$ cat config.mk
export PLATFORM = sky130hd
export DESIGN_NAME = comparador_serial_param
export DESIGN_NICKNAME = d
export VERILOG_FILES = /design/src/rtl/comparador_serial_param.sv
export SDC_FILE = /design/constraint.sdc
export NUM_CORES = 1
export LEC_CHECK = 0
export ABC_AREA = 1
export CAP_MARGIN = 0
export CORE_MARGIN = 2
export CORE_UTILIZATION = 49
export DETAILED_ROUTE_END_ITERATION = 8
export PLACE_DENSITY = 0.85
export RECOVER_POWER = 100
export SYNTH_ARGS = -nofsm -noshare
export SYNTH_HDL_FRONTEND = slang
export SYNTH_SLANG_ARGS = --single-unit
$ cat constraint.sdc
create_clock -name clk -period 1.9 [get_ports clk]
set_input_delay 0.285 -clock clk [delete_from_list [all_inputs] [get_ports clk]]
set_output_delay 0.285 -clock clk [all_outputs]
set_load 0.05 [all_outputs]
$ cat src/rtl/comparador_serial_param.sv
// rtl/comparador_serial_param.sv - bit-serial sliding-window comparator against a loadable constant
// Modes EQ/GT/LT/NE, registered match pulse, saturating match counter.
module comparador_serial_param #(
  parameter int                 WIDTH         = 4,
  parameter logic [WIDTH-1:0]   CONST_DEFAULT = 'b0101,
  parameter int                 CNT_W         = 8
) (
  input  logic             clk,
  input  logic             rst,
  input  logic             valid_in,
  input  logic             d_in,
  input  logic             load,
  input  logic [WIDTH-1:0] k_in,
  input  logic [1:0]       mode,
  input  logic             overlap,
  input  logic             clr_cnt,
  output logic             Q,
  output logic             armed,
  output logic [CNT_W-1:0] match_count
);

  localparam int FW = $clog2(WIDTH + 1);

  typedef enum logic {FILL, ARMED} state_t;

  state_t           state, state_nxt;
  logic [WIDTH-1:0] sr;
  logic [WIDTH-1:0] k;
  logic [FW-1:0]    fill_cnt;
  logic [WIDTH-1:0] window;
  logic             hit;
  logic             fill_done;
  logic             compare_en;
  logic             match;
  logic             q_nxt;
  logic             armed_nxt;

  assign window     = {sr[WIDTH-2:0], d_in};
  assign fill_done  = (state == FILL) && (fill_cnt == FW'(WIDTH - 1));
  assign compare_en = valid_in && !load && ((state == ARMED) || fill_done);
  assign match      = compare_en && hit;

  always_comb begin
    hit = 1'b0;
    case (mode)
      2'b00:   hit = (window == k);
      2'b01:   hit = (window > k);
      2'b10:   hit = (window < k);
      default: hit = (window != k);
    endcase
  end

  always_ff @(posedge clk) begin
    if (rst) state <= FILL;
    else     state <= state_nxt;
  end

  always_comb begin
    state_nxt = state;
    if (load) begin
      state_nxt = FILL;
    end else if (valid_in) begin
      if (match && !overlap)
        state_nxt = FILL;
      else if (fill_done)
        state_nxt = ARMED;
    end
  end

  always_comb begin
    q_nxt     = match;
    armed_nxt = (state_nxt == ARMED);
  end

  always_ff @(posedge clk) begin
    if (rst) begin
      sr          <= '0;
      k           <= CONST_DEFAULT;
      fill_cnt    <= '0;
      Q           <= 1'b0;
      armed       <= 1'b0;
      match_count <= '0;
    end else begin
      Q     <= q_nxt;
      armed <= armed_nxt;
      if (load) begin
        // The beat arriving with load is discarded; the window refills from scratch.
        k        <= k_in;
        sr       <= '0;
        fill_cnt <= '0;
      end else if (valid_in) begin
        sr <= window;
        if (match && !overlap)
          fill_cnt <= '0;
        else if (state == FILL)
          fill_cnt <= fill_cnt + 1'b1;
      end
      if (clr_cnt)
        match_count <= q_nxt ? CNT_W'(1) : '0;
      else if (q_nxt && !(&match_count))
        match_count <= match_count + 1'b1;
    end
  end

endmodule

# Yosys cells after proc, flatten, opt, wreduce, memory -nomap -nowiden

Cells that the tools add are included.
Widths: inputs -> output; s select.

Add/subtract/negate cells: 2
$lt $le $gt $ge: 2
Equality and inequality tests: 6
Muxes and demuxes: 8
Bitwise gates (word level): 1
Reduce and logical (&&, ||, !) cells: 17

Operators with widths:

| kind                | count |
|---|---|
| $mux 8              | 2 |
| $add 8x1->8 const B | 1 |
| $reduce_and 8->1    | 1 |
| $logic_and 1x1->1   | 6 |
| $mux 3              | 2 |
| $eq 4x4->1          | 1 |
| $gt 4x4->1          | 1 |
| $lt 4x4->1          | 1 |
| $ne 4x4->1          | 1 |
| $reduce_and 2->1    | 2 |
| $reduce_bool 2->1   | 2 |
| $add 3x1->3 const B | 1 |
| $eq 3x2->1 const B  | 1 |
| $logic_not 1->1     | 3 |
| $mux 1              | 3 |
| $pmux 1 s3          | 1 |
| $eq 2x1->1 const B  | 1 |
| $eq 2x2->1 const B  | 1 |
| $logic_not 2->1     | 1 |
| $ne 2x1->1 const B  | 1 |
| $reduce_or 2->1     | 1 |
| $logic_or 1x1->1    | 1 |
| $not 1->1           | 1 |

Flip-flop bits (word level): 20
Bits of input ports: 13
Output and inout port bits: 10
Word-level logic and storage cells: 42

# Logic depth before layout (Yosys ltp)

Gate-level depths: netlist (run 1).

Depth in word-level cells: 8
Gate-level depth with buffers: 13
Depth with buffers taken out: 13

# Least setup slack after synthesis (run 1)

Ideal clock, no wire load.

Path kind: register to register
Start: reg match_count[0]
End: reg match_count[2]
Setup time: 130 ps
Arrival time: 1701 ps
Required time: 1770 ps
Slack: 69 ps
Stages on the path, launching flop included: 11
Path buffers: 0
Period minus slack after synthesis: 1831 ps
Path through: dfxtp_1 ha_1 nand2_1 inv_2 nand4_2 nor2_2 nand2_2 nand3_2 nand2_2 nand2_1 a21oi_1

Longest elaborated chain between the ends: 4
Elaborated cells on any way between the ends: 7
Classes of those cells: 1 x add/sub; 2 x mux; 4 x reduce/logical

Ends and longest elaborated chain:

| what                                                                | line | RTL |
|---|---|---|
| start: declaration                                                  | 19   | `output logic [CNT_W-1:0] match_count` |
| start signal: assignment                                            | 99   | `match_count <= q_nxt ? CNT_W'(1) : '0;` |
| start signal: assignment                                            | 101  | `match_count <= match_count + 1'b1;` |
| parallel branches: the longest is 4 deep, another holds $add 8x1->8 | n/a  |  |

Parallel ways; which one is timed is not known. The select of a mux whose other input is x is not followed.
A chain may end at the register's enable or synchronous reset.

# Worst setup path after layout (run 1)

Start: reg match_count[7]
End: out match_count[7]

No word-level cell between the ends.

==> results of run 1 <==
## per-layer routing
| layer | global-route usage | routed length (um) |
|---|---|---|
| met1 | 0.243 | 1010 |
| met2 | 0.357 | 1130 |
| met3 | 0.0292 | 105 |
| met4 | 0.0405 | 0 |
| met5 | 0 | 0 |
## flip-flops by register name, summed over array words and instances (netlist names)
register and cells:
armed 1, k 4, sr 3, Q 1
match_count 8, fill_cnt 3
## how the worst min path moves through the flow
stage               slack, ps     start     to
global placement          450      k[0]   k[0]
global route              500      k[3]   k[3]
CTS                       470      k[3]   k[3]
floorplan                 380  valid_in  sr[0]
detailed placement        460      k[3]   k[3]
finish                    470      k[3]   k[3]
## layout make-up
class / instances / area, um2
Inverter: 26 / 97.6
Sequential cell: 20 / 400
Clock buffer: 3 / 22.5
Timing Repair Buffer: 25 / 230
Multi-Input combinational cell: 100 / 586
Fill cell: 211 / 777
Tap cell: 28 / 35.0
## kinds of logic (layout without fill, tap and decap cells)
group | count (synthesis) | count (layout) | synth area share
fa+ha+maj | 7 | 7 | 0.0807
simple gates | 67 | 67 | 0.311
buf+inv | 27 | 54 | 0.0934
compound gates | 24 | 24 | 0.129
flops | 20 | 20 | 0.369
xor+xnor | 2 | 2 | 0.0162
## synth_stat cells
| library cell | n | share of area |
|---|---|---|
| a21oi_1 | 15 | 0.069 |
| clkbuf_1 | 1 | 0.0035 |
| nor2_2 | 1 | 0.0058 |
| nand2_1 | 24 | 0.083 |
| ha_1 | 7 | 0.081 |
| nor2_4 | 1 | 0.010 |
| dfxtp_1 | 20 | 0.37 |
| nand3_4 | 1 | 0.016 |
| nand3_1 | 14 | 0.065 |
| xor2_1 | 1 | 0.0081 |
| a21oi_4 | 1 | 0.015 |
| or2_1 | 1 | 0.0058 |
| inv_1 | 23 | 0.080 |
| nor2_1 | 13 | 0.045 |
| nor3_1 | 2 | 0.0092 |
| o31ai_1 | 1 | 0.0069 |
| xnor2_1 | 1 | 0.0081 |
| o21ai_1 | 1 | 0.0046 |
| nand4_1 | 3 | 0.017 |
| nand3_2 | 2 | 0.018 |
| o2111ai_1 | 1 | 0.0081 |
| o21bai_1 | 1 | 0.0069 |
| nand4_2 | 1 | 0.012 |
| nand3b_1 | 1 | 0.0069 |
| o21ai_0 | 4 | 0.018 |
| nand2_2 | 3 | 0.017 |
| inv_2 | 3 | 0.010 |
## stage by stage
stage	total power, uW	util
after global routing	759	0.638
after global placement	534	0.632
after detailed placement	539	0.632
after floorplan	493	-
after CTS	735	0.643
final	723	0.638
## power groups by stage
stage	Combinational [uW]	Sequential [uW]	Clock, uW
finish	97.9	431	194
global route	110	432	216
CTS	98.1	432	205
detailed placement	97.7	441	0
global placement	93.9	440	0
floorplan	53.4	440	0
## what timing repair did
action,4_1_cts,5_1_grt
endpoints found under the setup margin,0,4
resized for setup,0,3
hold buffers,0,0
==> metrics, run 1 <==
status=complete, no violations; Required @ worst endpoint=1620 ps; I/O Pins=23; Slew @ Worst Pin=593 ps; most frequent cells in the layout=25 x nand2_1, 23 x inv_1, 20 x dfxtp_1; R2R Path Start=k[3]; Post-Syn Area=approximately 1100 um2; Yosys warning count=0; post-synth cell types=27; Site Rows=17; CP top delay family=buffers and inverters; Max Root-Sink Buffers=2; RR Endpoint=match_count[5]; r2r setup slk=~180 ps; fin crit share=0.961; Mapped Nets=167; synthesized instance count=between 100 and 150; layout cell share with drive strength beyond 1=0.109; Worst path slowest cell=clkdlybuf4s50_1; clock latency on the worst-skew pair=roughly 290 ps; die height=roughly 51 um; initial core utilization=0.505; TritonCTS clock tree=built; P_int=546 uW; vias per inst=5.13; initial antenna violation count=0; Rel. slew slack=0.606; Final Slew Violations=0; sequential cell area fraction in the yosys report=0.369; gr ovfl total=0; pwr dens=about 530 nW/um2; max cap viols=0; IO Port Bufs=22; Synth-to-Final Area Change=26.4%; leak pwr=0.000593 uW; worst path bufs/invs=1; final setup vio count=0; CP Launch Type=flip-flop; worst r2r path cells=9; largest net degree at the start of global routing=11; post-layout instance area=between 1000 and 1500 um2; crit end category=primary output; wire length per cell=11.1 um; first-pass GRT wire length=around 4000 um; post-route minimum period=1830 ps; fmax=548 MHz; postcts setup bufs=0; FF+latch count, synth=20; ANT nets after route=0; DRC violations left=0; TNS Setup=0 ps; Critical Setup Path Class=reg2out; unrepaired setup endpoints after global routing=false; commonest non-fill, non-tap cell in the layout=nand2_1; number of stages on the worst setup path=1; Worst Setup Slack, final=74.6 ps; crit path cell chain=clkdlybuf4s50_1; Die Width=51.1 um; DRT iter0 DRCs=11; worst-path maximum fanout=4; Peak VDD IR=0.339 mV; Final Skew=just over 2 ps; switching power=approximately 180 uW; vias=just over 1,000; n_diodes=0; Overall Global Routing Usage=0.196; Finished Layout Cells=202; GP Congestion=0.837; synthesized area per cell=roughly 7.4 um2; CTS buffer count=3; Clock Power Share=0.268; Hold Crit Class=reg2reg; clk slew on worst S/H paths=~110 ps; placed cell area=1360 um2; Critical Path End=match_count[7]; Die Footprint=2610 um2; hold-critical path depth=2; final hold viol count=0; Sequential Power Share=0.597; combinational share of power=0.135; Inst Count DP=199; clk sink count=20; worst hold slack=468 ps; post-layout net count=between 150 and 200; core area=2150 um2; switch share=0.245; Detailed Route WL=2250 um; Worst Path Arrival=1540 ps; dpl hpwl=1810 um; pre-CTS setup slack=-144 ps; first drt pass iteration count=4; Critical Path Start=match_count[7]; Largest stage delay, worst path=830 ps; clk root buf=clkbuf_4; vias in the first global route=around 980; H-Tree Depth=1
(Power assumes the default switching activity.)
==> run 2: changes to the inputs <==
Settings changed: GPL_TIMING_DRIVEN set to 0.
==> metrics, run 2 (synthesis gave the netlist of run 1 again) <==
Hold Path End=Q; Die Width=51.1 um (unchanged); worst path bufs/invs=1 (unchanged); n_diodes=0 (unchanged); Clock Power Share=0.403 (+0.135); r2r setup slk=170 ps (about the same); Max Root-Sink Buffers=2 (unchanged); status=complete, no violations; GP Congestion=0.751 (-10%); biggest regs=match_count x8, k x4; Sequential Power Share=0.490 (-0.107); P_int=682 uW (+25%); fin crit share=0.971 (+0.00979); hold-critical path depth=2 (unchanged); Largest stage delay, worst path=830 ps (about the same); R2R Path Start=fill_cnt[0]; post_cts resized=0 (unchanged); clock latency on the worst-skew pair=310 ps (+20 ps); Detailed Route WL=2270 um (+0.98%); combinational share of power=0.107 (-0.028); GR Layer Usage met2=0.361 (+0.00433); die height=51.1 um (unchanged); final hold viol count=0 (unchanged); unrepaired setup endpoints after global routing=false; clk root buf=clkbuf_4; Die Footprint=2610 um2 (unchanged); IO Port Bufs=21 (-4.5%); first-pass GRT wire length=4110 um (+2.9%); Critical Path Start=match_count[4]; max FFs per register=8 (unchanged); worst-path maximum fanout=4 (unchanged); GR peak layer=met2; wire length per cell=11.3 um (+2.0%); CTS buffer count=3 (unchanged); Slew @ Worst Pin=596 ps (+2.58 ps); DRT iter0 DRCs=19 (+8); TritonCTS clock tree=built; Overall Global Routing Usage=0.209 (+0.0125); Peak VDD IR=0.551 mV (+63%); final setup vio count=0 (unchanged); largest net degree at the start of global routing=13 (+2); TNS Setup=0 ps (unchanged); M1 GR Usage=0.250 (+0.00776); Worst Setup Slack, final=56.0 ps (-18.6 ps); worst r2r path cells=9 (unchanged); Hold Crit Class=in2reg; post-layout net count=193 (-1.5%); vias in the first global route=999 (+2.3%); Final Skew=2.99 ps (+0.953 ps); postcts setup bufs=0 (unchanged); Required @ worst endpoint=1620 ps (about the same); switch share=0.225 (-0.0194); vias=1,009 (-2.6%); pre-CTS setup slack=-195 ps (-50.6 ps); gr ovfl total=0 (unchanged); first drt pass iteration count=4 (unchanged); dpl hpwl=1840 um (+1.5%); worst hold slack=346 ps (-122 ps); post-route minimum period=1840 ps (+18.6 ps); clk sink count=20 (unchanged); fill cell count=199 (-5.7%); layout cell share with drive strength beyond 1=0.0988 (-0.0104); ANT nets after route=0 (unchanged); most frequent cells in the layout=24 x inv_1, 24 x nand2_1, 20 x dfxtp_1; Synth-to-Final Area Change=26.8%; RR Endpoint=match_count[7]; DRC violations left=0 (unchanged); fmax=542 MHz (-1.0%); Worst Path Arrival=1560 ps (+20 ps); M3 GR Usage=0.0380 (+0.00877); Critical Setup Path Class=reg2out; switching power=199 uW (+12%); Rel. slew slack=0.605 (-0.00172); Worst path slowest cell=clkdlybuf4s50_1; fin util=0.640 (+0.00175); Final Slew Violations=0 (unchanged); area of the multi-input gates=588 um2 (+0.43%); Finished Layout Cells=200 (-0.99%); crit path cell chain=clkdlybuf4s50_1; initial antenna violation count=0 (unchanged); hold path startpoint=rst; H-Tree Depth=1 (unchanged); I/O Pins=23 (unchanged); CP Launch Type=flip-flop; CP top delay family=buffers and inverters; vias per inst=5.05 (-1.6%); max cap viols=0 (unchanged); pwr dens=641 nW/um2 (+21%); crit end category=primary output; core area=2150 um2 (unchanged); FF/Latch Area=400 um2 (unchanged); initial core utilization=0.505 (unchanged); Inst Count DP=196 (-1.5%); Largest Register=match_count; hold_buf cts=0 (unchanged); Site Rows=17 (unchanged); leak pwr=0.000591 uW (-0.23%); clk slew on worst S/H paths=120 ps (about the same)
[run 2: cell types whose count changed in the layout (fill, tap and decap cells not counted), sizes merged]
cell,delta
bufinv,+1
buf,-3
clkdlybuf4s50,-1
clkbuf,+1
[run 2: layout make-up]
class / count / area share
buffer: 1 / 0.00273
clock buffer: 3 / 0.0164
inverter: 26 / 0.0710
clock inverter: 1 / 0.0218
sequential: 20 / 0.291
multi-input combinational: 100 / 0.428
tap: 28 / 0.0255
timing repair buffer: 21 / 0.144
[run 2: through the flow]
step | power, uW | instance area, um2
after floorplan | 493 | 1080
after global placement | 530 | 1330
after detailed placement | 535 | 1330
after CTS | 889 | 1380
after global routing | 913 | 1380
final | 881 | 1380
[run 2: worst reg2reg max path: cells and delay by family, from the launching register on]
family                   cells  cell delay [ps]
AO/OA/AOI/OAI                2              340
adder cells (fa/ha/maj)      2              320
flip-flops                   1              380
AND/OR/NAND/NOR              5              640
[run 2: power by group through the flow]
stage	Combinational, uW	Clock, uW	Sequential (uW)
finish	94.4	355	431
global route	107	374	432
CTS	94.9	363	431
detailed placement	94.3	0	441
global placement	89.8	0	440
floorplan	53.4	0	440
[run 2: per-layer routing]
metal  vias up  share of wire
met2        21           0.49
met4         0          0.012
li1        534              -
met3         2          0.036
met1       452           0.46
met5         -              0
[run 2: worst max path at each step]
stage                     endpoint  slack (ps)  cells after the start
detailed placement     fill_cnt[0]        -190                     10
finish              match_count[4]          60                      1
global placement       fill_cnt[0]        -120                     10
global route        match_count[7]           9                      1
CTS                 match_count[5]           7                      1
floorplan           match_count[2]          70                     10
